[src/rtl/frame_sync_pkg.sv]
// Shared types and constants for the frame-sync deserializer.
package frame_sync_pkg;

  typedef enum logic [1:0] {
    HUNT   = 2'd0,
    VERIFY = 2'd1,
    LOCKED = 2'd2
  } state_t;

  localparam logic [7:0]  DEFAULT_SYNC_WORD = 8'hE5;
  localparam int unsigned SAMPLE_W          = 8;
  localparam int unsigned DEFAULT_N_SAMPLES = 4;
  localparam int unsigned CTR_W             = 8;

  function automatic int unsigned frame_bits(input int unsigned n_samples);
    return SAMPLE_W + SAMPLE_W * n_samples;
  endfunction

  function automatic int unsigned cnt_width(input int unsigned n_samples);
    return $clog2(frame_bits(n_samples));
  endfunction

endpackage

[src/rtl/sync_correlator.sv]
// Serial shift register with a sync-word compare against the window that includes the incoming bit.
module sync_correlator
  import frame_sync_pkg::*;
#(
  parameter logic [SAMPLE_W-1:0] SYNC_WORD = DEFAULT_SYNC_WORD
) (
  input  logic                clk,
  input  logic                reset,
  input  logic                clear,
  input  logic                shift_en,
  input  logic                bit_in,
  output logic [SAMPLE_W-1:0] window,
  output logic                match
);

  // Only seven history bits are kept: every decision looks at history plus the bit arriving now.
  logic [SAMPLE_W-2:0] history;

  assign window = {history, bit_in};
  assign match  = (window == SYNC_WORD);

  always_ff @(posedge clk or posedge reset) begin
    if (reset) begin
      history <= '0;
    end else if (clear) begin
      history <= '0;
    end else if (shift_en) begin
      history <= window[SAMPLE_W-2:0];
    end
  end

endmodule

[src/rtl/frame_sync_deserializer.sv]
// Frame synchroniser: hunts for the sync word, verifies it, then deserializes payload samples while locked.
module frame_sync_deserializer
  import frame_sync_pkg::*;
#(
  parameter logic [SAMPLE_W-1:0] SYNC_WORD  = DEFAULT_SYNC_WORD,
  parameter int unsigned         N_SAMPLES  = DEFAULT_N_SAMPLES,
  parameter int unsigned         CONFIRM_N  = 1,
  parameter int unsigned         MISS_LIMIT = 2
) (
  input  logic                       clk,
  input  logic                       reset,
  input  logic                       serial_in,
  input  logic                       bit_valid,
  input  logic                       resync,
  output logic signed [SAMPLE_W-1:0] parallel_data,
  output logic                       data_valid,
  output logic                       frame_start,
  output logic                       locked,
  output logic [CTR_W-1:0]           sync_err_cnt
);

  localparam int unsigned     FRAME_BITS   = frame_bits(N_SAMPLES);
  localparam int unsigned     CW           = cnt_width(N_SAMPLES);
  localparam logic [CW-1:0]   POS_SYNC_END = CW'(SAMPLE_W - 1);
  localparam logic [CW-1:0]   POS_PAYLOAD  = CW'(SAMPLE_W);
  localparam logic [CW-1:0]   POS_FIRST_BE = CW'(2 * SAMPLE_W - 1);
  localparam logic [CW-1:0]   POS_LAST     = CW'(FRAME_BITS - 1);
  localparam logic [CTR_W-1:0] CONFIRM_TGT = CTR_W'(CONFIRM_N);
  localparam logic [CTR_W-1:0] MISS_TGT    = CTR_W'(MISS_LIMIT);

  state_t              state;
  logic [CW-1:0]       pos;
  logic [CW-1:0]       next_pos;
  logic [CTR_W-1:0]    confirm_cnt;
  logic [CTR_W-1:0]    miss_cnt;
  logic [SAMPLE_W-1:0] window;
  logic                match;
  logic                byte_end;

  sync_correlator #(
    .SYNC_WORD(SYNC_WORD)
  ) u_corr (
    .clk     (clk),
    .reset   (reset),
    .clear   (resync),
    .shift_en(bit_valid & ~resync),
    .bit_in  (serial_in),
    .window  (window),
    .match   (match)
  );

  assign next_pos = (pos == POS_LAST) ? '0 : pos + CW'(1);
  assign byte_end = (pos >= POS_FIRST_BE) && (pos[2:0] == 3'b111);

  always_ff @(posedge clk or posedge reset) begin
    if (reset) begin
      state         <= HUNT;
      pos           <= '0;
      confirm_cnt   <= '0;
      miss_cnt      <= '0;
      parallel_data <= '0;
      data_valid    <= 1'b0;
      frame_start   <= 1'b0;
      locked        <= 1'b0;
      sync_err_cnt  <= '0;
    end else begin
      data_valid  <= 1'b0;
      frame_start <= 1'b0;
      if (resync) begin
        state       <= HUNT;
        pos         <= '0;
        confirm_cnt <= '0;
        miss_cnt    <= '0;
        locked      <= 1'b0;
      end else if (bit_valid) begin
        unique case (state)
          HUNT: begin
            if (match) begin
              state <= VERIFY;
              pos   <= POS_PAYLOAD;
            end
          end
          VERIFY: begin
            if (pos != POS_SYNC_END) begin
              pos <= next_pos;
            end else if (!match) begin
              state       <= HUNT;
              pos         <= '0;
              confirm_cnt <= '0;
            end else if (confirm_cnt + CTR_W'(1) >= CONFIRM_TGT) begin
              state       <= LOCKED;
              locked      <= 1'b1;
              frame_start <= 1'b1;
              confirm_cnt <= '0;
              pos         <= next_pos;
            end else begin
              confirm_cnt <= confirm_cnt + CTR_W'(1);
              pos         <= next_pos;
            end
          end
          LOCKED: begin
            if (pos != POS_SYNC_END) begin
              if (byte_end) begin
                parallel_data <= $signed(window);
                data_valid    <= 1'b1;
              end
              pos <= next_pos;
            end else if (match) begin
              miss_cnt    <= '0;
              frame_start <= 1'b1;
              pos         <= next_pos;
            end else begin
              // A missed sync still lets the payload through until the miss limit is hit.
              if (sync_err_cnt != '1) sync_err_cnt <= sync_err_cnt + CTR_W'(1);
              if (miss_cnt + CTR_W'(1) >= MISS_TGT) begin
                state    <= HUNT;
                locked   <= 1'b0;
                pos      <= '0;
                miss_cnt <= '0;
              end else begin
                miss_cnt <= miss_cnt + CTR_W'(1);
                pos      <= next_pos;
              end
            end
          end
          default: begin
            state <= HUNT;
            pos   <= '0;
          end
        endcase
      end
    end
  end

endmodule

[config.mk]
export PLATFORM = sky130hd
export DESIGN_NAME = frame_sync_deserializer
export DESIGN_NICKNAME = d
export VERILOG_FILES = /design/src/rtl/frame_sync_pkg.sv /design/src/rtl/sync_correlator.sv /design/src/rtl/frame_sync_deserializer.sv
export SDC_FILE = /design/constraint.sdc
export NUM_CORES = 1
export LEC_CHECK = 0
export ABC_AREA = 1
export BUFFER_PORTS_ARGS = -buffer_cell sky130_fd_sc_hd__buf_2
export CAP_MARGIN = 20
export CORE_MARGIN = 2
export CORE_UTILIZATION = 60
export CTS_BUF_LIST = sky130_fd_sc_hd__clkbuf_8
export CTS_CLUSTER_DIAMETER = 40
export DETAILED_ROUTE_END_ITERATION = 7
export PLACE_DENSITY_LB_ADDON = 0.25
export SYNTH_ARGS = -nofsm -noshare
export SYNTH_HDL_FRONTEND = slang
export SYNTH_SLANG_ARGS = --single-unit
export TNS_END_PERCENT = 1
[constraint.sdc]
create_clock -name clk -period 2.1 [get_ports clk]
set_clock_uncertainty 0.2 [all_clocks]
set_input_delay 0.525 -clock clk [delete_from_list [all_inputs] [get_ports clk]]
set_output_delay 0.525 -clock clk [all_outputs]
set_load 0.05 [all_outputs]
Yosys cells after proc, flatten, opt, wreduce, memory -nomap -nowiden:

Index checks and enable logic that the tools add are counted.

* flip-flop bits (word level): 50
* input port bits: 5
* output and inout port bits: 19
* word-level logic and storage cells: 107

* $add $sub $neg: 4
* order comparisons: 3
* equal/unequal tests: 16
* mux-type cells: 56
* bitwise gates (word level): 4
* reductions and logical operators: 14

Operators by type and width (number)
* 8-bit two-way mux: 12
* 6-bit two-way mux: 9
* 8-bit by 1-bit adder with 8-bit output, second input constant: 3
* 3-bit inequality test, second input constant: 7
* 1-bit two-way mux: 20
* 2-bit two-way mux: 9
* 6-bit one-hot mux with 3 select lines: 1
* 7-bit two-way mux: 2
* 8-bit equality test, second input constant: 1
* 8-bit by 1-bit >= comparator with 1-bit output, second input constant: 1
* 8-bit by 2-bit >= comparator with 1-bit output, second input constant: 1
* 8-bit inequality test, second input constant: 1
* 8-bit AND reduction: 1
* 2-bit nonzero test: 4
* 7-bit AND reduction: 1
* 6-bit by 1-bit adder with 6-bit output, second input constant: 1
* 6-bit equality test, second input constant: 1
* 6-bit by 4-bit >= comparator with 1-bit output, second input constant: 1
* 6-bit by 3-bit inequality test with 1-bit output, second input constant: 1
* 2-bit one-hot mux with 3 select lines: 1
* 3-bit AND reduction: 2
* 6-bit AND reduction: 1
* 5-bit AND reduction: 1
* 4-bit inequality test, second input constant: 1
* 11 further kinds: 14

Depth between registers and ports, before layout:

* depth after elaboration: 8
* gate-level depth with buffers: 12
* mapped depth without buffers: 12

Cells and area by module:

From an unflattened synthesis, not the netlist that was laid out.

* cells, all modules: 333
* area total of the unflattened synthesis: 2781.4 um^2

Modules (own cells, without submodules)
* frame_sync_deserializer: times used 1, cells each 290, area each 2434.8 um^2
* sync_correlator: times used 1, cells each 43, area each 346.6 um^2

Worst setup path before layout:

No wires, ideal clock.

* path kind: register to register
* start: register sync_err_cnt[0]
* end: register sync_err_cnt[0]
* library setup time: 0.146 ns
* arrival: 1.781 ns
* path slack: -0.028 ns
* cell stages (with the launch flop): 8
* buffers on the path: 0
* period minus slack after synthesis: 2.128 ns
* cell sequence: dfrtp_1 -> ha_1 -> nand3_1 -> nor3_1 -> nand3_1 -> nand2_1 -> nor2_8 -> xor2_1

* cells in the longest elaborated chain, start to end: 2
* elaborated cells on any way between the ends: 3

RTL lines
* from (decl): line frame_sync_deserializer.sv:19 `output logic [CTR_W-1:0] sync_err_cnt`
* from (signal assigned): line frame_sync_deserializer.sv:114 `if (sync_err_cnt != '1) sync_err_cnt <= sync_err_cnt + CTR_W'(1);`
* branches (longest 2 deep; another with 8-bit by 1-bit adder with 8-bit output)

Parallel ways; which one is timed is not known.
A chain may end at the register's enable or synchronous reset.

Final worst setup path:

* start: register pos[0]
* end: register sync_err_cnt[2]

* cells in the longest elaborated chain, start to end: 3

RTL lines
* from (decl): line frame_sync_deserializer.sv:32 `logic [CW-1:0] pos;`
* from (signal assigned): line frame_sync_deserializer.sv:85 `pos <= next_pos;`
* from (signal assigned): line frame_sync_deserializer.sv:95 `pos <= next_pos;`
* from (signal assigned): line frame_sync_deserializer.sv:98 `pos <= next_pos;`
* 6-bit by 3-bit inequality test with 1-bit output: line frame_sync_deserializer.sv:102 `if (pos != POS_SYNC_END) begin`
* 1-bit NOT (no source line)
* 6-bit AND reduction (no source line)

Every way passes these cells.

==> run metrics <==
width of the die=70.5 um; routed wl met3=195 um; flops & latches, synth=50; combinational share of power=17.2%; clk slew on worst S/H paths=0.09 ns; final core utilization=70.4%; Num CTS Buffers=5; DP HPWL=3.72 mm; dpl ws=0.127 ns; Critical Path Source Type=flip-flop; # fillers=334; Switching Share=29.0%; final WL=4.94 mm; post-DR vias/cell=5.19; CP Class=flip-flop to flip-flop; Initial Utilization=61.9%; Critical Path End Type=flip-flop; CTS H-tree lvls=2; Flop pwr share=50.6%; Final Slew Violations=0; pwr/cell area=686 nW/um^2; global-route wire length before repair=9.00 mm; area share of the largest cell type after synthesis=47.1%; drt first pass iters=4; Post-Route M1 WL=2.33 mm; initial DRC count=98; Routed WL per cell=11.9 um; final period utilization=94.4%; largest family of logic cells by synthesized area=simple AND/OR/NAND/NOR gates; most frequent cells in the layout=73 x nand2_1, 48 x inv_1, 48 x dfrtp_1; clock buffer depth=2; Die H=70.5 um; Int Pwr=1.47 mW; outcome=complete, no violations; Worst Tran Pin Value=0.534 ns; grt total ovfl=0; Fin Hold WS=0.0511 ns; GRT Resource Usage Total=22.5%; area of the multi-input gates=1200 um^2; average size of a mapped cell=8.10 um^2; clock power share=32.2%; synth-to-layout area growth=13.8%; most common cell after layout, fill and taps aside=nand2_1; worst min-delay path category=input pin to asynchronous set/reset pin; Post-Syn Area=2660 um^2; register area share after synthesis=47.1%; Core ar.=4290 um^2; total of max-cap violations=0; leakage power=1.56 nW; port buffer count=23; Skew-Pair Late Insertion Delay=0.30 ns; ratio of cells with drive above 1 in the final layout=17.3%; Ys Warns=0; complex-gate fraction of the synthesized area=5.70%; fmax=505 MHz; arrival time worst endpoint=1.97 ns; Final nets=381; worst vdd ir=0.557 mV; Sw Pwr=0.601 mW; Placer Congestion=0.888; TritonCTS clock tree=yes; Area contributors post-synth=dfrtp_1 47%, nand2_1 10%, inv_1 6.8%; RSZ-0062 raised after global routing=true; I/O Pins=24; post-synthesis mux area share=0%; initial antenna violation count=0; Top Layer Used=met4; # diodes=0; post-synth cell types=29; DRC=0; final worst slack=0.118 ns; number of global-route vias before repair=2112; Routed Antenna Nets=0; Final setup violation count=0; min Tclk post-route=1.98 ns; via count=2165; syn_nets=345; Worst slew margin=64.4%; Synth area leader=dfrtp_1; CP Max Fanout=10; Worst EP required=2.09 ns; Final Hold Viols=0; post-synthesis simple-gate area fraction=30.5%; largest net degree at the start of global routing=27; FF/Latch Area=1250 um^2; routed wl met2=2.35 mm; CTS root buffer=clkbuf_8; adder-cell share of the synthesized area=5.65%; post-synthesis cell count=328; Row Count=24; clk sink count=50; DIE AREA=4980 um^2; Synth Area in XOR/XNOR=2.97%
==> cell usage after synthesis <==
cell      instances
nand2_1          73
dfrtp_1          50
inv_1            48
nor2_1           38
nand3_1          35
o21ai_0          13
ha_1             12
o21ai_1          10
a21oi_1           6
xor2_1            6
inv_2             5
nand2_2           5
nand4_1           4
nor3_1            4
nor2_2            3
xnor2_1           3
buf_2             1
buf_4             1
clkbuf_1          1
nand2_4           1
nand3_2           1
nand3b_1          1
nor2_8            1
nor3_2            1
nor3_4            1
nor3b_1           1
nor3b_4           1
nor4_4            1
o22ai_1           1
==> cell type report <==
| class | instances | share of cell area [%] |
|---|---|---|
| Sequential cell | 50 | 41.5 |
| Multi-Input combinational cell | 222 | 39.7 |
| Inverter | 53 | 6.58 |
| Timing Repair Buffer | 32 | 6.46 |
| Clock buffer | 5 | 2.28 |
| Tap cell | 52 | 2.15 |
| Clock inverter | 3 | 1.37 |
==> final timing paths <==
path | startpoint | endpoint | slack (ns) | depth (start not counted)
max | pos[0] | sync_err_cnt[2] | 0.12 | 7
min | reset | frame_start | 0.05 | 2
max reg2reg | pos[0] | sync_err_cnt[2] | 0.12 | 7
min reg2reg | parallel_data[5] | parallel_data[5] | 0.29 | 2
max in group asynchronous | reset | pos[1] | 1.13 | 3
min in group clk | serial_in | parallel_data[0] | 0.27 | 3
==> per-layer routing <==
metal / GRT usage, % / vias up
met3: 5.27 / 7
met2: 35.2 / 48
met1: 31.6 / 1005
met4: 7.34 / 0
li1: - / 1105
met5: 0 / -
==> flip-flops by register name (all words and copies together), names as in the netlist <==
register        count
confirm_cnt         8
pos                 6
u_corr.history      7
miss_cnt            8
parallel_data       8
locked              1
state               2
frame_start         1
data_valid          1
sync_err_cnt        8
==> power groups by stage <==
stage	sequential, mW	combinational, mW	clock, mW
floorplan	1.09	0.242	0
detailed placement	1.07	0.355	0
global route	1.05	0.415	0.712
CTS	1.05	0.356	0.685
global placement	1.07	0.346	0
finish	1.05	0.356	0.669
==> cells by family after synthesis <==
logic type,Yosys count
xor gates and xnor gates,9
AOI/OAI and AO/OA,30
and+or+nand+nor,171
adders and majority gates,12
DFF,50
buffers and inverters,56
==> worst max-delay path, stage by stage (launching register included) <==
cell and delay [ns]:
dfrtp_1 0.40, ha_1 0.24, nand3_2 0.14, nor3b_4 0.36, nand2_4 0.13, nor2_8 0.21, nand2_2 0.08, xnor2_1 0.12
==> metrics by stage <==
step	power, mW	instance area, um^2	cells	TNS (ns)
after global placement	1.41	2890	407	0
after floorplan	1.33	2660	328	0
final	2.07	3020	417	0
after CTS	2.09	3000	415	0
after global routing	2.18	3020	417	-0.00140
after detailed placement	1.42	2890	407	0
==> timing repair <==
action / 4_1_cts / 5_1_grt
setup buffers: 0 / 2
endpoints found under the setup margin: 0 / 6
hold buffers: 0 / 0
gates resized for setup: 0 / 3
No activity file was read; power rests on OpenSTA's default activity.
